**src/rtl/ghost_pkg.sv**
```systemverilog
// Shared bullet-overlay types: per-slot projectile state and screen coordinate width.
// No logic; imported by the fire controller and the overlay core.
package ghost_pkg;

  localparam int COORD_W = 11;

  typedef struct packed {
    logic               active;
    logic               dir;
    logic [COORD_W-1:0] x;
    logic [COORD_W-1:0] y;
  } bullet_t;

endpackage

```
**src/rtl/bullet_fire_ctrl.sv**
```systemverilog
// Fire button front end: 2-FF synchronizer, rising-edge detect, one-per-frame pending request
// and post-spawn cooldown in frames. pending is registered; consumed on frame_start.
module bullet_fire_ctrl
  import ghost_pkg::*;
#(
  parameter int COOLDOWN = 8
) (
  input  logic clk,
  input  logic reset_sys,
  input  logic fire,
  input  logic frame_start,
  input  logic slot_free,
  output logic pending
);

  localparam int CW = $clog2(COOLDOWN + 1);

  logic [2:0]    fire_sync_q, fire_sync_d;
  logic          pending_q, pending_d;
  logic [CW-1:0] cool_q, cool_d;
  logic          fire_pulse;

  always_comb begin
    fire_sync_d = {fire_sync_q[1:0], fire};
    fire_pulse  = fire_sync_q[1] & ~fire_sync_q[2];
    pending_d   = pending_q;
    cool_d      = cool_q;
    if (frame_start) begin
      // A pulse landing on the tick is kept for the next frame unless one is already queued.
      pending_d = fire_pulse && (cool_q == '0) && !pending_q;
      if (pending_q) begin
        if (slot_free) cool_d = CW'(COOLDOWN);
      end else if (cool_q != '0) begin
        cool_d = cool_q - 1'b1;
      end
    end else if (fire_pulse && (cool_q == '0)) begin
      pending_d = 1'b1;
    end
  end

  always_ff @(posedge clk or negedge reset_sys) begin
    if (!reset_sys) begin
      fire_sync_q <= '0;
      pending_q   <= 1'b0;
      cool_q      <= '0;
    end else begin
      fire_sync_q <= fire_sync_d;
      pending_q   <= pending_d;
      cool_q      <= cool_d;
    end
  end

  assign pending = pending_q;

endmodule

```
**src/rtl/vga_bullet_core.sv**
```systemverilog
// Pixel-stream bullet overlay: slot array moved once per frame, spawn from fire controller,
// and a registered colour mux (1 clk latency, no backpressure on the pixel stream).
module vga_bullet_core
  import ghost_pkg::*;
#(
  parameter int CD          = 12,
  parameter int MAX_BULLETS = 4,
  parameter int BULLET_W    = 8,
  parameter int BULLET_H    = 2,
  parameter int SPEED       = 6,
  parameter int COOLDOWN    = 8,
  parameter int HMAX        = 640
) (
  input  logic                   clk,
  input  logic                   reset_sys,
  input  logic [COORD_W-1:0]     x,
  input  logic [COORD_W-1:0]     y,
  input  logic                   frame_start,
  input  logic [CD-1:0]          si_rgb,
  output logic [CD-1:0]          so_rgb,
  input  logic                   fire,
  input  logic                   dir,
  input  logic [COORD_W-1:0]     origin_x,
  input  logic [COORD_W-1:0]     origin_y,
  input  logic [CD-1:0]          bullet_rgb,
  output logic [MAX_BULLETS-1:0] active_mask
);

  localparam int IDX_W = (MAX_BULLETS > 1) ? $clog2(MAX_BULLETS) : 1;
  localparam logic signed [COORD_W:0] X_MAX = (COORD_W + 1)'(HMAX - BULLET_W);
  localparam logic signed [COORD_W:0] SPD   = (COORD_W + 1)'(SPEED);

  bullet_t                slot_q [MAX_BULLETS];
  bullet_t                slot_d [MAX_BULLETS];
  logic [MAX_BULLETS-1:0] active_mask_q, active_mask_d;
  logic [CD-1:0]          so_rgb_q, so_rgb_d;
  logic                   pending, slot_free, hit;
  logic [IDX_W-1:0]       free_idx;
  logic signed [COORD_W:0] nx;

  bullet_fire_ctrl #(.COOLDOWN(COOLDOWN)) u_fire_ctrl (
    .clk        (clk),
    .reset_sys  (reset_sys),
    .fire       (fire),
    .frame_start(frame_start),
    .slot_free  (slot_free),
    .pending    (pending)
  );

  always_comb begin
    slot_free = 1'b0;
    free_idx  = '0;
    nx        = '0;
    hit       = 1'b0;
    // Descending scan so the lowest free index wins; uses pre-tick occupancy only.
    for (int i = MAX_BULLETS - 1; i >= 0; i--) begin
      if (!slot_q[i].active) begin
        slot_free = 1'b1;
        free_idx  = IDX_W'(i);
      end
    end
    for (int i = 0; i < MAX_BULLETS; i++) begin
      slot_d[i] = slot_q[i];
      nx = slot_q[i].dir ? $signed({1'b0, slot_q[i].x}) - SPD
                         : $signed({1'b0, slot_q[i].x}) + SPD;
      if (frame_start && slot_q[i].active) begin
        if (nx < 0 || nx > X_MAX) slot_d[i].active = 1'b0;
        else                      slot_d[i].x      = nx[COORD_W-1:0];
      end
      if (slot_q[i].active
          && {1'b0, x} >= {1'b0, slot_q[i].x}
          && {1'b0, x} <  {1'b0, slot_q[i].x} + (COORD_W + 1)'(BULLET_W)
          && {1'b0, y} >= {1'b0, slot_q[i].y}
          && {1'b0, y} <  {1'b0, slot_q[i].y} + (COORD_W + 1)'(BULLET_H)) begin
        hit = 1'b1;
      end
    end
    if (frame_start && pending && slot_free) begin
      slot_d[free_idx] = '{active: 1'b1, dir: dir, x: origin_x, y: origin_y};
    end
    for (int i = 0; i < MAX_BULLETS; i++) active_mask_d[i] = slot_d[i].active;
    so_rgb_d = hit ? bullet_rgb : si_rgb;
  end

  always_ff @(posedge clk or negedge reset_sys) begin
    if (!reset_sys) begin
      for (int i = 0; i < MAX_BULLETS; i++) slot_q[i] <= '0;
      active_mask_q <= '0;
      so_rgb_q      <= '0;
    end else begin
      for (int i = 0; i < MAX_BULLETS; i++) slot_q[i] <= slot_d[i];
      active_mask_q <= active_mask_d;
      so_rgb_q      <= so_rgb_d;
    end
  end

  assign so_rgb      = so_rgb_q;
  assign active_mask = active_mask_q;

endmodule

```
**config.mk**
```make
export PLATFORM = sky130hd
export DESIGN_NAME = vga_bullet_core
export DESIGN_NICKNAME = d
export VERILOG_FILES = /design/src/rtl/ghost_pkg.sv /design/src/rtl/bullet_fire_ctrl.sv /design/src/rtl/vga_bullet_core.sv
export SDC_FILE = /design/constraint.sdc
export NUM_CORES = 1
export LEC_CHECK = 0
export ABC_AREA = 1
export BUFFER_PORTS_ARGS = -buffer_cell sky130_fd_sc_hd__buf_2
export CELL_PAD_IN_SITES_DETAIL_PLACEMENT = 0
export CELL_PAD_IN_SITES_GLOBAL_PLACEMENT = 1
export CORE_ASPECT_RATIO = 0.7
export CORE_MARGIN = 4
export CORE_UTILIZATION = 49
export DETAILED_ROUTE_END_ITERATION = 16
export PLACE_DENSITY = 0.85
export SLEW_MARGIN = 20
export SYNTH_ARGS = -nofsm -noshare
export SYNTH_HDL_FRONTEND = slang
export SYNTH_SLANG_ARGS = --single-unit
```
**constraint.sdc**
```tcl
create_clock -name clk -period 7.35 [get_ports clk]
set_input_delay 1.47 -clock clk [delete_from_list [all_inputs] [get_ports clk]]
set_output_delay 1.47 -clock clk [all_outputs]
set_load 0.05 [all_outputs]
```
* Yosys cells after proc, flatten, opt, wreduce, memory -nomap -nowiden
Cells that the tools add are included.
** Word-level totals
- Bits in registers :: 120
- Bits of input ports :: 73
- Output and inout port bits :: 16
- Logic and storage cells :: 145
** Cells by class
- $add $sub $neg :: 17
- Order comparisons :: 26
- Equality and inequality tests :: 1
- Muxes and demuxes :: 42
- Bitwise gates (word level) :: 3
- Reductions and logical operators :: 35
** Operators with widths (number)
- 96-bit bitwise mux :: 1
- 11-bit by 12-bit less-than comparator with 1-bit output :: 8
- 96-bit two-way mux :: 1
- 11-bit >= comparator :: 8
- 11-bit two-way mux :: 8
- 12-bit two-way mux :: 5
- 11-bit by 2-bit adder with 12-bit output, second input constant :: 4
- 11-bit by 3-bit adder with 12-bit output, second input constant :: 4
- 11-bit by 4-bit adder with 12-bit output, second input constant :: 4
- 24-bit demux with 2-bit select :: 1
- 12-bit by 11-bit > comparator with 1-bit output, second input constant :: 4
- 12-bit by 1-bit less-than comparator with 1-bit output, second input constant :: 4
- 11-bit by 3-bit subtractor with 12-bit output, second input constant :: 4
- 1-bit logical AND :: 25
- 24-bit two-way mux :: 1
- 1-bit two-way mux :: 18
- 4-bit two-way mux :: 3
- 2-bit two-way mux :: 4
- 4-bit zero test :: 1
- 1-bit logical OR :: 4
- 2-bit nonzero test :: 2
- 4-bit nonzero test :: 1
- 4-bit by 1-bit subtractor with 4-bit output, second input constant :: 1
- 3-bit >= comparator, second input constant :: 1
- 7 further kinds :: 7

* Longest topological paths before layout
- Word-level depth :: 11
- Gate-level depth with buffers :: 19
- Gate-level depth less buffers :: 18

* Cells and area by module
From an unflattened synthesis, not the netlist that was laid out.
** Unflattened totals
- Cells, all modules :: 1891
- Area, all modules :: 12778.5 um^2
** By module, submodules not included
- vga_bullet_core :: instances 1, cells each 1847, area each 12384.4 um^2, seq. area each 2702.6 um^2
- bullet_fire_ctrl :: instances 1, cells each 44, area each 394.1 um^2, seq. area each 200.2 um^2

* Worst setup path after synthesis
OpenSTA, ideal clock, no wires.
- Path type :: in2reg
- Start point :: in x[2]
- End point :: reg so_rgb_q[10], in the netlist so_rgb[10]
- Setup time :: 0.065 ns
- Data arrival time :: 2.885 ns
- Data required time :: 7.285 ns
- Setup slack :: 4.400 ns
- Stages :: 12
- Path buffers :: 1
- Path through :: ha_1 -> or2_2 -> nand4_1 -> nand3_1 -> nor2_1 -> nor2_1 -> nand3_1 -> nand2_1 -> nor2_1 -> buf_6 -> nand2_1 -> nand2_1
** Between the ends
- Longest elaborated chain between the ends :: 10
- Elaborated cells between the ends (all ways) :: 29
- Those cells by class :: order compare (8); mux (5); reduce/logical (16)
** RTL lines
- start: declaration :: line vga_bullet_core.sv:16 : input logic [COORD_W-1:0] x,
- 11-bit >= comparator :: line vga_bullet_core.sv:71 : && {1'b0, x} >= {1'b0, slot_q[i].x}
- 1-bit logical AND :: line vga_bullet_core.sv:71
- 1-bit logical AND :: line vga_bullet_core.sv:72 : && {1'b0, x} < {1'b0, slot_q[i].x} + (COORD_W + 1)'(BULLET_W)
- 1-bit logical AND :: line vga_bullet_core.sv:73 : && {1'b0, y} >= {1'b0, slot_q[i].y}
- 1-bit logical AND :: line vga_bullet_core.sv:74 : && {1'b0, y} < {1'b0, slot_q[i].y} + (COORD_W + 1)'(BULLET_H)) begin
- 1-bit two-way mux (3 in a row) :: line vga_bullet_core.sv:70 : if (slot_q[i].active
- 1-bit two-way mux * :: line vga_bullet_core.sv:70
- 12-bit two-way mux * :: line vga_bullet_core.sv:82 : so_rgb_d = hit ? bullet_rgb : si_rgb;
- via so_rgb_d[10] :: line vga_bullet_core.sv:36 : logic [CD-1:0] so_rgb_q, so_rgb_d;
- end signal: assignment :: line vga_bullet_core.sv:93 : so_rgb_q <= so_rgb_d;
- end: declaration :: line vga_bullet_core.sv:36
The timed path passes the listed nets; every way through them passes the cells marked *.
A chain may end at the register's enable or synchronous reset.

* Final worst setup path
- Start point :: in x[2]
- End point :: reg so_rgb_q[2], in the netlist so_rgb[2]
The elaborated chain is that of the path after synthesis.

==> impl_summary.txt <==
----------------------------------------------------
[Run status]
  Outcome ... finished, final reports clean

[Floorplanning]
  Initial cell density of the core ... 0.4973
  Total Die Area ... 28,690 sq um
  Floorplan die height ... 142.9 um
  Horizontal die dimension ... ~200 um
  Count of standard-cell rows ... 49
  Core area ... 25,630 sq um
  Boundary pin count ... between 80 and 90

[Yosys]
  Net count of the mapped netlist ... between 2,000 and 2,500
  Portion of the post-synthesis area used by sequential elements ... 0.2278
  Mapped cell area ... between 10,000 and 15,000 sq um
  Cells after synthesis ... roughly 1,900
  Top-area cell type share of the netlist area ... 0.2278
  Cell type with the highest aggregate area in the netlist ... sky130_fd_sc_hd__dfrtp_1
  Main area contributors after synthesis ... sky130_fd_sc_hd__dfrtp_1, sky130_fd_sc_hd__ha_1, sky130_fd_sc_hd__nand2_1
  Number of storage elements in the synthesis netlist ... approximately 120
  Synth warnings ... 0
  Distinct cell type count after synthesis ... 41
  Average instance area after synthesis ... 6.775 sq um

[Clock tree]
  Buffer type at the clock tree root ... sky130_fd_sc_hd__clkbuf_16
  Setup repair bufs after CTS ... 0
  TritonCTS clock tree ... done
  Clock net sink count ... approximately 120
  Later-pin clock latency in the skew report ... approximately 0.43 ns
  H-tree level count ... 4
  Hold-fix buffer count after cts ... 0
  Max clock buf depth ... 2
  Clock-pin slew reported for the worst setup and hold paths after clock tree synthesis ... ~0.060 ns
  Total of cells resized after clock tree synthesis ... 0
  Total CTS buffers ... 17

[Worst hold path]
  Path class of the lowest-slack min-delay path ... register to register
  WHS Path Cells ... 0

[Power]
  Power density normalized to cell area ... 407.2 nW/um^2
  Largest voltage drop on the vdd net ... 0.2173 mV
  Leakage ... between 0.007 and 0.008 uW

[Global route]
  Global routing usage on met2 ... 0.3731
  Met1 routing resource usage after global routing ... 0.4106
  Maximum number of pins on one net before global-route repair ... 64
  Global routing usage summed across all routing layers ... 0.2616
  Global route total overflow ... 0
  Number of antenna violations at the first check in global routing ... 0
  Busiest metal layer after global routing ... met1
  Vias in the first global route ... roughly 11,000
  First-pass GRT wire length ... 59.89 mm
  Met3 Use GR ... 0.04495

[Worst setup path]
  Most used cell along the critical path ... sky130_fd_sc_hd__nand2_1
  Kind of end point of the critical path ... register
  CP required ... slightly below 8 ns
  Cell-by-cell listing of the critical path ... buf_2 -> ha_1 -> nand2_1 -> o21ai_0 -> a21oi_1 -> nor2_1 -> nor2_1 -> nand3_1 -> nand2_1 -> nor2_1 -> nand2_1 -> nand2_1
  CP Data Arrival Time ... a little under 4 ns
  Critical Path Slowest Stage Cell ... sky130_fd_sc_hd__nor2_1
  Worst Path Class, Setup ... primary input to register
  Slowest cell delay on critical path ... around 0.62 ns
  Path depth of the worst reg2reg path ... 15
  Crit-path max FO ... 13
  Nature of the critical path startpoint ... primary input

[Routing]
  Via total after detailed routing ... roughly 12,000
  Final wirelength ... roughly 37 mm
  Number of design-rule violations left by the first detailed-router iteration ... about 800
  Initial DRT Pass Iterations ... 6
  Post-route DRC violation count ... 0
  Antenna-violating nets left ... 0
  Routed wire per std cell ... 16.25 um
  Detailed-route vias per instance ... approximately 5.3

[Timing]
  Maximum clock rate ... between 0.2 and 0.3 GHz
  Min Clock Period, post-route ... about 3.6 ns
  Slew headroom ... 0.4224
  RSZ-0062 raised after global routing ... false
  Setup violation total in the final timing report ... 0
  Number of pins exceeding their max-slew limit in the final report ... 0
  Worst Tran Pin Value ... approximately 0.87 ns
  Final worst setup slack ... between 3 and 4 ns
  Worst-case clock skew ... between 0.01 and 0.015 ns
  Share of the cycle needed by the critical path after routing ... 0.4850
  Setup total negative slack ... 0 ns
  Final Hold Viols ... 0

[Run]
  Reported max-cap violation count ... 0

[Placed design]
  Pre-CTS WS ... around 3.4 ns
  Total half-perimeter wirelength after legalization and detailed placement ... around 30 mm
  Placed Area ... between 10,000 and 15,000 sq um
  Weighted congestion reported at the end of routability-driven placement ... roughly 0.9
  Count of buffers from port buffering ... 88

[Cells and area]
  Number of diodes ... 0
  Proportion of layout cells with a drive suffix above 1 ... 0.08105
  Most frequent cells in the layout ... sky130_fd_sc_hd__nand2_1, sky130_fd_sc_hd__inv_1, sky130_fd_sc_hd__ha_1, sky130_fd_sc_hd__nor2_1, sky130_fd_sc_hd__nand3_1
  Net count of the finished layout ... 2,244
  Final standard cell area without fillers ... between 10,000 and 15,000 sq um
  Post-synthesis to final-layout area growth ... 9.897%
  End-of-flow core utilization ... 0.5465
  Most frequent standard cell in the layout excluding fill and tap cells ... sky130_fd_sc_hd__nand2_1

----------------------------------------------------
-- layout make-up --
type                    instances  area (sq um)
fillers                      2552         11620
clock buffers                  19         432.9
flip-flops and latches        116          2903
inverters                     296          1111
clock inverters                13         135.1
well taps                     331         414.1
repair buffers                 93         480.5
multi-input cells            1437          8528
-- Yosys cell counts, drive strengths merged --
cell    number
nand2      539
inv        293
ha         206
nand3      150
nor2       145
dfrtp      116
o21ai       94
a21oi       87
nand4       76
xor2        52
nor3        26
nand3b      19
buf         18
clkbuf      14
xnor2       10
a21o         6
o21a         6
o211ai       5
fa           4
a31oi        3
clkinv       3
o21bai       3
nor4         2
and3         1
o31ai        1
or2          1
or3b         1
-- flip-flops by register name, summed over array words and instances, names as in the netlist --
name,cells
u_fire_ctrl.fire_sync_q,3
u_fire_ctrl.cool_q,4
so_rgb,12
u_fire_ctrl.pending,1
active_mask,4
slot_q,92
-- critical path: cells and delay by family --
family          cells  cell delay (ns)
buf+inv             1             0.15
fa+ha+maj           1             0.34
compound gates      2             0.41
simple gates        8             1.55
-- routing by layer --
layer  part of all wire  wire, um
met3              0.063      2347
met5                  0         0
met1               0.53     19820
met4              0.016       603
met2               0.39     14680
-- stage by stage --
step                      power, uW  cells  hold WS [ns]
after floorplan                3995   1881        0.3312
after global placement         4743   2273        0.3357
after detailed placement       4818   2273        0.3379
after CTS                      5677   2305        0.3505
after global routing           6349   2305        0.3671
final                          5702   2305        0.3487
-- cell families after synthesis --
group,count (synthesis),synth area share
adder cells (fa/ha/maj),210,0.2085
XOR/XNOR,62,0.04438
AND/OR/NAND/NOR,960,0.3296
buffers and inverters,328,0.1034
flip-flops,116,0.2278
AO/OA/AOI/OAI,205,0.08630
-- power by group --
part	switching, uW	internal (uW)	leakage (uW)
logic	2350	1340	0.00617
clock network	330	497	0.000277
registers	320	860	0.00137
total	3000	2700	0.00782
-- worst paths after layout --
| kind | end | slack (ns) | startpoint |
|---|---|---|---|
| hold / removal | u_fire_ctrl.fire_sync_q[1] | 0.35 | u_fire_ctrl.fire_sync_q[0] |
| max in group asynchronous | u_fire_ctrl.fire_sync_q[2] | 4.90 | reset_sys |
| setup / recovery | so_rgb[2] | 3.79 | x[2] |
| setup reg to reg | so_rgb[2] | 3.81 | slot_q[3] |
| hold reg to reg | u_fire_ctrl.fire_sync_q[1] | 0.35 | u_fire_ctrl.fire_sync_q[0] |
| min in group asynchronous | slot_q[52] | 1.09 | reset_sys |
No activity file was read; power rests on OpenSTA's default activity.
